`src/rtl/run_ctrl.sv`:
```
// rtl/run_ctrl.sv - preload / settle / run / drain sequencer for a processor core and its data memory
// Optional build macro: RUN_CTRL_TIMEOUT_EN (abort a run after TIMEOUT_MAX cycles without done)
module run_ctrl #(
    parameter logic [7:0]  RES_BASE    = 8'd64,
    parameter int          RES_LEN     = 4,
    parameter int          SETTLE      = 2,
    parameter logic [15:0] TIMEOUT_MAX = 16'd4000
) (
    input  logic        clk,
    input  logic        rst,
    input  logic        go,
    output logic        busy,
    input  logic        load_valid,
    output logic        load_ready,
    input  logic [7:0]  load_addr,
    input  logic [7:0]  load_data,
    input  logic        load_last,
    output logic        core_start,
    input  logic        core_done,
    output logic        mem_own,
    output logic        mem_we,
    output logic [7:0]  mem_addr,
    output logic [7:0]  mem_wdata,
    input  logic [7:0]  mem_rdata,
    output logic        res_valid,
    input  logic        res_ready,
    output logic [7:0]  res_data,
    output logic [15:0] cycles,
    output logic        timeout,
    output logic        fin
);

    typedef enum logic [2:0] {S_IDLE, S_LOAD, S_SETTLE, S_RUN, S_DRAIN, S_FIN} state_t;
    typedef enum logic [1:0] {D_WAIT, D_CAP, D_HOLD} dstep_t;

    state_t      state_q, state_d;
    dstep_t      dstep_q, dstep_d;
    logic        done_q, last_q, last_d;
    logic [3:0]  settle_q, settle_d;
    logic [7:0]  idx_q, idx_d;
    logic        busy_d, load_ready_d, core_start_d, mem_own_d, mem_we_d;
    logic [7:0]  mem_addr_d, mem_wdata_d, res_data_d;
    logic        res_valid_d, timeout_d, fin_d;
    logic [15:0] cycles_d;

`ifndef RUN_CTRL_TIMEOUT_EN
    logic unused_tmax;
    assign unused_tmax = ^TIMEOUT_MAX;
`endif

    always_comb begin
        state_d      = state_q;
        dstep_d      = dstep_q;
        last_d       = last_q;
        settle_d     = settle_q;
        idx_d        = idx_q;
        busy_d       = busy;
        load_ready_d = load_ready;
        core_start_d = core_start;
        mem_own_d    = mem_own;
        mem_we_d     = 1'b0;
        mem_addr_d   = mem_addr;
        mem_wdata_d  = mem_wdata;
        res_valid_d  = res_valid;
        res_data_d   = res_data;
        cycles_d     = cycles;
        timeout_d    = timeout;
        fin_d        = 1'b0;
        case (state_q)
            S_IDLE: begin
                if (go) begin
                    state_d      = S_LOAD;
                    busy_d       = 1'b1;
                    load_ready_d = 1'b1;
                    cycles_d     = 16'd0;
                    timeout_d    = 1'b0;
                    last_d       = 1'b0;
                    mem_own_d    = 1'b1;
                end
            end
            S_LOAD: begin
                // last_q marks the cycle the final beat's write is on the bus
                if (last_q) begin
                    state_d      = S_SETTLE;
                    mem_own_d    = 1'b0;
                    core_start_d = 1'b0;
                    settle_d     = 4'd0;
                end else if (load_valid && load_ready) begin
                    mem_we_d    = 1'b1;
                    mem_addr_d  = load_addr;
                    mem_wdata_d = load_data;
                    if (load_last) begin
                        load_ready_d = 1'b0;
                        last_d       = 1'b1;
                    end
                end
            end
            S_SETTLE: begin
                if (settle_q == 4'(SETTLE - 1)) begin
                    state_d      = S_RUN;
                    core_start_d = 1'b1;
                end else begin
                    settle_d = settle_q + 4'd1;
                end
            end
            S_RUN: begin
                if (done_q) begin
                    state_d      = S_DRAIN;
                    core_start_d = 1'b0;
                    mem_own_d    = 1'b1;
                    mem_addr_d   = RES_BASE;
                    idx_d        = 8'd0;
                    dstep_d      = D_WAIT;
                end
`ifdef RUN_CTRL_TIMEOUT_EN
                else if (cycles == TIMEOUT_MAX) begin
                    state_d      = S_FIN;
                    core_start_d = 1'b0;
                    mem_own_d    = 1'b1;
                    timeout_d    = 1'b1;
                    fin_d        = 1'b1;
                end
`endif
                else if (core_start && cycles != 16'hFFFF) begin
                    cycles_d = cycles + 16'd1;
                end
            end
            S_DRAIN: begin
                // address cycle, then data cycle, then capture and hold for the consumer
                case (dstep_q)
                    D_WAIT: dstep_d = D_CAP;
                    D_CAP: begin
                        res_data_d  = mem_rdata;
                        res_valid_d = 1'b1;
                        dstep_d     = D_HOLD;
                    end
                    D_HOLD: begin
                        if (res_ready) begin
                            res_valid_d = 1'b0;
                            if (idx_q == 8'(RES_LEN - 1)) begin
                                state_d = S_FIN;
                                fin_d   = 1'b1;
                            end else begin
                                idx_d      = idx_q + 8'd1;
                                mem_addr_d = RES_BASE + idx_q + 8'd1;
                                dstep_d    = D_WAIT;
                            end
                        end
                    end
                    default: dstep_d = D_WAIT;
                endcase
            end
            S_FIN: begin
                state_d = S_IDLE;
                busy_d  = 1'b0;
            end
            default: state_d = S_IDLE;
        endcase
    end

    always_ff @(posedge clk) begin
        if (!rst) begin
            state_q    <= S_IDLE;
            dstep_q    <= D_WAIT;
            done_q     <= 1'b0;
            last_q     <= 1'b0;
            settle_q   <= 4'd0;
            idx_q      <= 8'd0;
            busy       <= 1'b0;
            load_ready <= 1'b0;
            core_start <= 1'b0;
            mem_own    <= 1'b1;
            mem_we     <= 1'b0;
            mem_addr   <= 8'd0;
            mem_wdata  <= 8'd0;
            res_valid  <= 1'b0;
            res_data   <= 8'd0;
            cycles     <= 16'd0;
            timeout    <= 1'b0;
            fin        <= 1'b0;
        end else begin
            state_q    <= state_d;
            dstep_q    <= dstep_d;
            done_q     <= (state_q == S_RUN) && core_done;
            last_q     <= last_d;
            settle_q   <= settle_d;
            idx_q      <= idx_d;
            busy       <= busy_d;
            load_ready <= load_ready_d;
            core_start <= core_start_d;
            mem_own    <= mem_own_d;
            mem_we     <= mem_we_d;
            mem_addr   <= mem_addr_d;
            mem_wdata  <= mem_wdata_d;
            res_valid  <= res_valid_d;
            res_data   <= res_data_d;
            cycles     <= cycles_d;
            timeout    <= timeout_d;
            fin        <= fin_d;
        end
    end

endmodule

```
`config.mk`:
```
export PLATFORM = sky130hd
export DESIGN_NAME = run_ctrl
export DESIGN_NICKNAME = d
export VERILOG_FILES = /design/src/rtl/run_ctrl.sv
export SDC_FILE = /design/constraint.sdc
export NUM_CORES = 1
export LEC_CHECK = 0
export BUFFER_PORTS_ARGS = -buffer_cell sky130_fd_sc_hd__buf_2
export CORE_MARGIN = 1
export CORE_UTILIZATION = 53
export DETAILED_ROUTE_END_ITERATION = 8
export PLACE_DENSITY = 0.79
export SKIP_CTS_REPAIR_TIMING = 1
export SYNTH_ARGS = -nofsm -noshare
export SYNTH_HDL_FRONTEND = slang
export SYNTH_SLANG_ARGS = --single-unit
```
`constraint.sdc`:
```
create_clock -name clk -period 2.7 [get_ports clk]
set_clock_uncertainty 0.2 [all_clocks]
set_input_delay 0.54 -clock clk [delete_from_list [all_inputs] [get_ports clk]]
set_output_delay 0.54 -clock clk [all_outputs]
set_load 0.005 [all_outputs]
```
==> results.md <==
* Status: complete, no violations
* Total via count in the routed design at between 3k and 4k
* Vias in the first global route at between 2k and 3k
* Pleak at roughly 1.6 nW
* Power, Total at ~0.0021 W
* Cts bufs inserted at 9
* Main flop type after synthesis: dfxtp_1
* Ratio of cells with drive above 1 in the final layout at 23.3%
* Setup slack on the worst flop-to-flop path at 0.31 ns
* Detailed router's first-iteration violation count at between 300 and 400
* Maximum net fanout on the critical path at 10
* Detailed-route wire length per cell at roughly 15 µm
* Overall die area at 6360 µm²
* Die outline width at ~80 µm
* Setup violation total in the final timing report at 0
* Nets in the synthesized netlist at between 400 and 500
* I/O Pins at 79
* Remaining global-route overflow at 0
* Placed wire-length estimate after detailed placement at ~5600 µm
* Area added between synthesis and finish at 22.1%
* Mapped Area at approximately 3200 µm²
* Max Buffers Root-to-Sink at 2
* Root Buffer: clkbuf_8
* Reg2Reg Launch Point: state_q[2]
* Areal power density over the cells at around 550 nW/µm²
* Post-synth EDFFs at 0
* Sequential cell area fraction in the yosys report at 41.2%
* Total global-route track usage at between 20 and 30%
* Area of the multi-input gates at between 1500 and 2000 µm²
* Vias per Instance at between 5 and 6
* Initial standard-cell utilization of the core at between 50% and 60%
* Final period utilization at between 80 and 90%
* Aggregate routed wire length at between 7000 and 8000 µm
* Number of inserted diodes at 0
* DRC viols at 0
* Most common library cell in the layout ignoring fill and taps: buf_2
* # rows at 27
* Total Negative Setup Slacks at 0 ns
* Hold Path End: load_ready
* Share of flip-flops with an asynchronous set or reset at 0%
* Sequential cell area at between 1000 and 1500 µm²
* Count of clock tree sinks at 66
* Number of synthesis warnings at 0
* Number of buffers added on ports at 77
* Wire length of the first global-routing pass at between 10,000 and 15,000 µm
* Origin of the worst min-delay path: load_last
* Iteration count of the initial detailed-routing pass at 5
* Max-Slew Margin vs Limit at between 50% and 60%
* Critical path capture point type: register
* Final Hold Viols at 0
* Total number of H-tree levels at 3
* Time the worst path needs with I/O delays and setup at around 2.4 ns
* Floorplan die height at about 80 µm
* Pins Over Slew Limit at 0
* Worst hold path depth at 2
* RSZ-0062 raised after global routing: no
* Type of the worst min-delay path: input pin to register
* WS Path Type: register to register
* CTS tree: done
* Count of state elements after synthesis at 66
* Average footprint of a synthesized cell at roughly 8.1 µm²
* Filler Cell Count at about 480
* Layout Nets at about 500
* Initial antenna violation count at 0
* Startpoint kind of the worst setup timing path: register
* Number of antenna-violating nets in the routed design at 0
* Core Region at 5680 µm²
* Capture point of the worst reg-to-reg path: mem_addr[1]
* Later-pin clock latency in the skew report at approximately 0.33 ns
* Clock transition at path regs at 0.07 ns
* Max Clock Freq at ~420 MHz
* Register-to-Register Path Depth at 5
* Slew at the pin closest to its max-slew limit at around 0.66 ns
* Gate count after technology mapping at slightly below 400
* Most used cells in the layout excluding fill and tap cells: buf_2 (77), dfxtp_1 (66), a21oi_1 (43)
* Max-cap violation count at 0
* Critical path data required time at about 2.7 ns
* Arrival time of data at the critical path endpoint at 2.43 ns
* Maximum number of pins on one net before global-route repair at 30
* Peak supply drop at around 0.00046 V
* Global placer's final weighted congestion at roughly 0.91
* Count of unique library cells instantiated by Yosys at 58
[synth_stat cells (2+ instances only)]
library cell / number / share of area, %
dfxtp_1: 66 / 41
a21oi_1: 43 / 6.7
nand2_1: 41 / 4.8
nor2_1: 34 / 4.0
o21ai_0: 26 / 4.1
nand3_1: 25 / 3.9
clkbuf_1: 18 / 2.1
a211oi_1: 9 / 2.1
mux2i_1: 9 / 2.8
nand4_1: 9 / 1.8
or3_1: 9 / 1.8
a31oi_1: 8 / 1.6
inv_1: 8 / 0.94
nor3_1: 8 / 1.2
a22oi_1: 4 / 0.94
and4_1: 4 / 1.1
ha_1: 4 / 1.6
nand2b_1: 4 / 0.78
or4_1: 4 / 0.94
xnor2_1: 4 / 1.1
and3_1: 3 / 0.59
nand3b_1: 3 / 0.70
nor2b_1: 3 / 0.59
nor3b_1: 3 / 0.70
o31a_1: 3 / 0.82
xor2_1: 3 / 0.82
a2111oi_0: 2 / 0.55
a21o_1: 2 / 0.47
and2_1: 2 / 0.39
and3b_1: 2 / 0.55
buf_4: 2 / 0.47
nor4_1: 2 / 0.39
o211ai_1: 2 / 0.47
o21a_1: 2 / 0.47
o221a_2: 2 / 0.70
[how the worst max path moves through the flow]
stage,from,to,slack (ns),cells past startpoint
3_5_place_dp,go,cycles[0],0.33,6
4_1_cts,state_q[2],mem_addr[1],0.34,5
3_3_place_gp,go,cycles[0],0.39,6
5_1_grt,state_q[2],mem_addr[1],0.17,5
2_1_floorplan,state_q[2],idx_q[7],0.54,8
6_report,state_q[2],mem_addr[1],0.31,5
[registers in the layout, indices dropped and copies added (netlist names)]
signal,count
done_q,1
mem_we,1
mem_own,1
fin,1
state_q,3
idx_q,8
res_data,8
res_valid,1
mem_addr,8
core_start,1
dstep_q,2
last_q,1
load_ready,1
busy,1
cycles,16
settle_q,4
mem_wdata,8
[logic make-up after synthesis]
group	synth area share, %
simple gates	26.2
compound gates	21.9
flops	41.2
buf+inv	4.25
mux	2.81
xor+xnor	1.91
fa+ha+maj	1.56
other cells	0.117
[power breakdown]
part           leakage [nW]  internal, W  switching, W
sequential            0.533     0.000986    0.00000969
clock                 0.129     0.000661      0.000366
combinational         0.896    0.0000495     0.0000633
[area by class of cell]
class,count,share of cell area (%)
multi-input combinational,298,44.7
sequential,66,33.8
timing repair buffer,88,12.0
clock buffer,11,3.87
clock inverter,5,2.56
tap,72,2.30
inverter,9,0.863
[layer usage]
metal,wire length (µm),vias to the layer above,GRT usage [%]
li1,-,1604,-
met1,3560,1446,35.0
met2,3680,135,42.9
met3,625,14,7.77
met4,133,0,7.86
met5,0,-,0
[metrics by stage]
step / std cells / area (µm²) / setup WS (ns) / hold slack [ns] / util [%]
6_report: 549 / 3910 / 0.309 / 0.197 / 68.9
2_1_floorplan: 396 / 3210 / 0.543 / 0.249 / -
5_1_grt: 549 / 3910 / 0.172 / 0.196 / 68.9
4_1_cts: 549 / 3910 / 0.341 / 0.181 / 68.9
3_5_place_dp: 533 / 3660 / 0.330 / 0.243 / 64.5
3_3_place_gp: 533 / 3660 / 0.390 / 0.240 / 64.5
[critical path: stages (launching register included)]
cell and delay [ns]:
dfxtp_1 0.48, or3b_1 0.52, or3_1 0.42, o21ai_2 0.31, a21oi_1 0.11, a211oi_1 0.25
(Power assumes the default switching activity.)
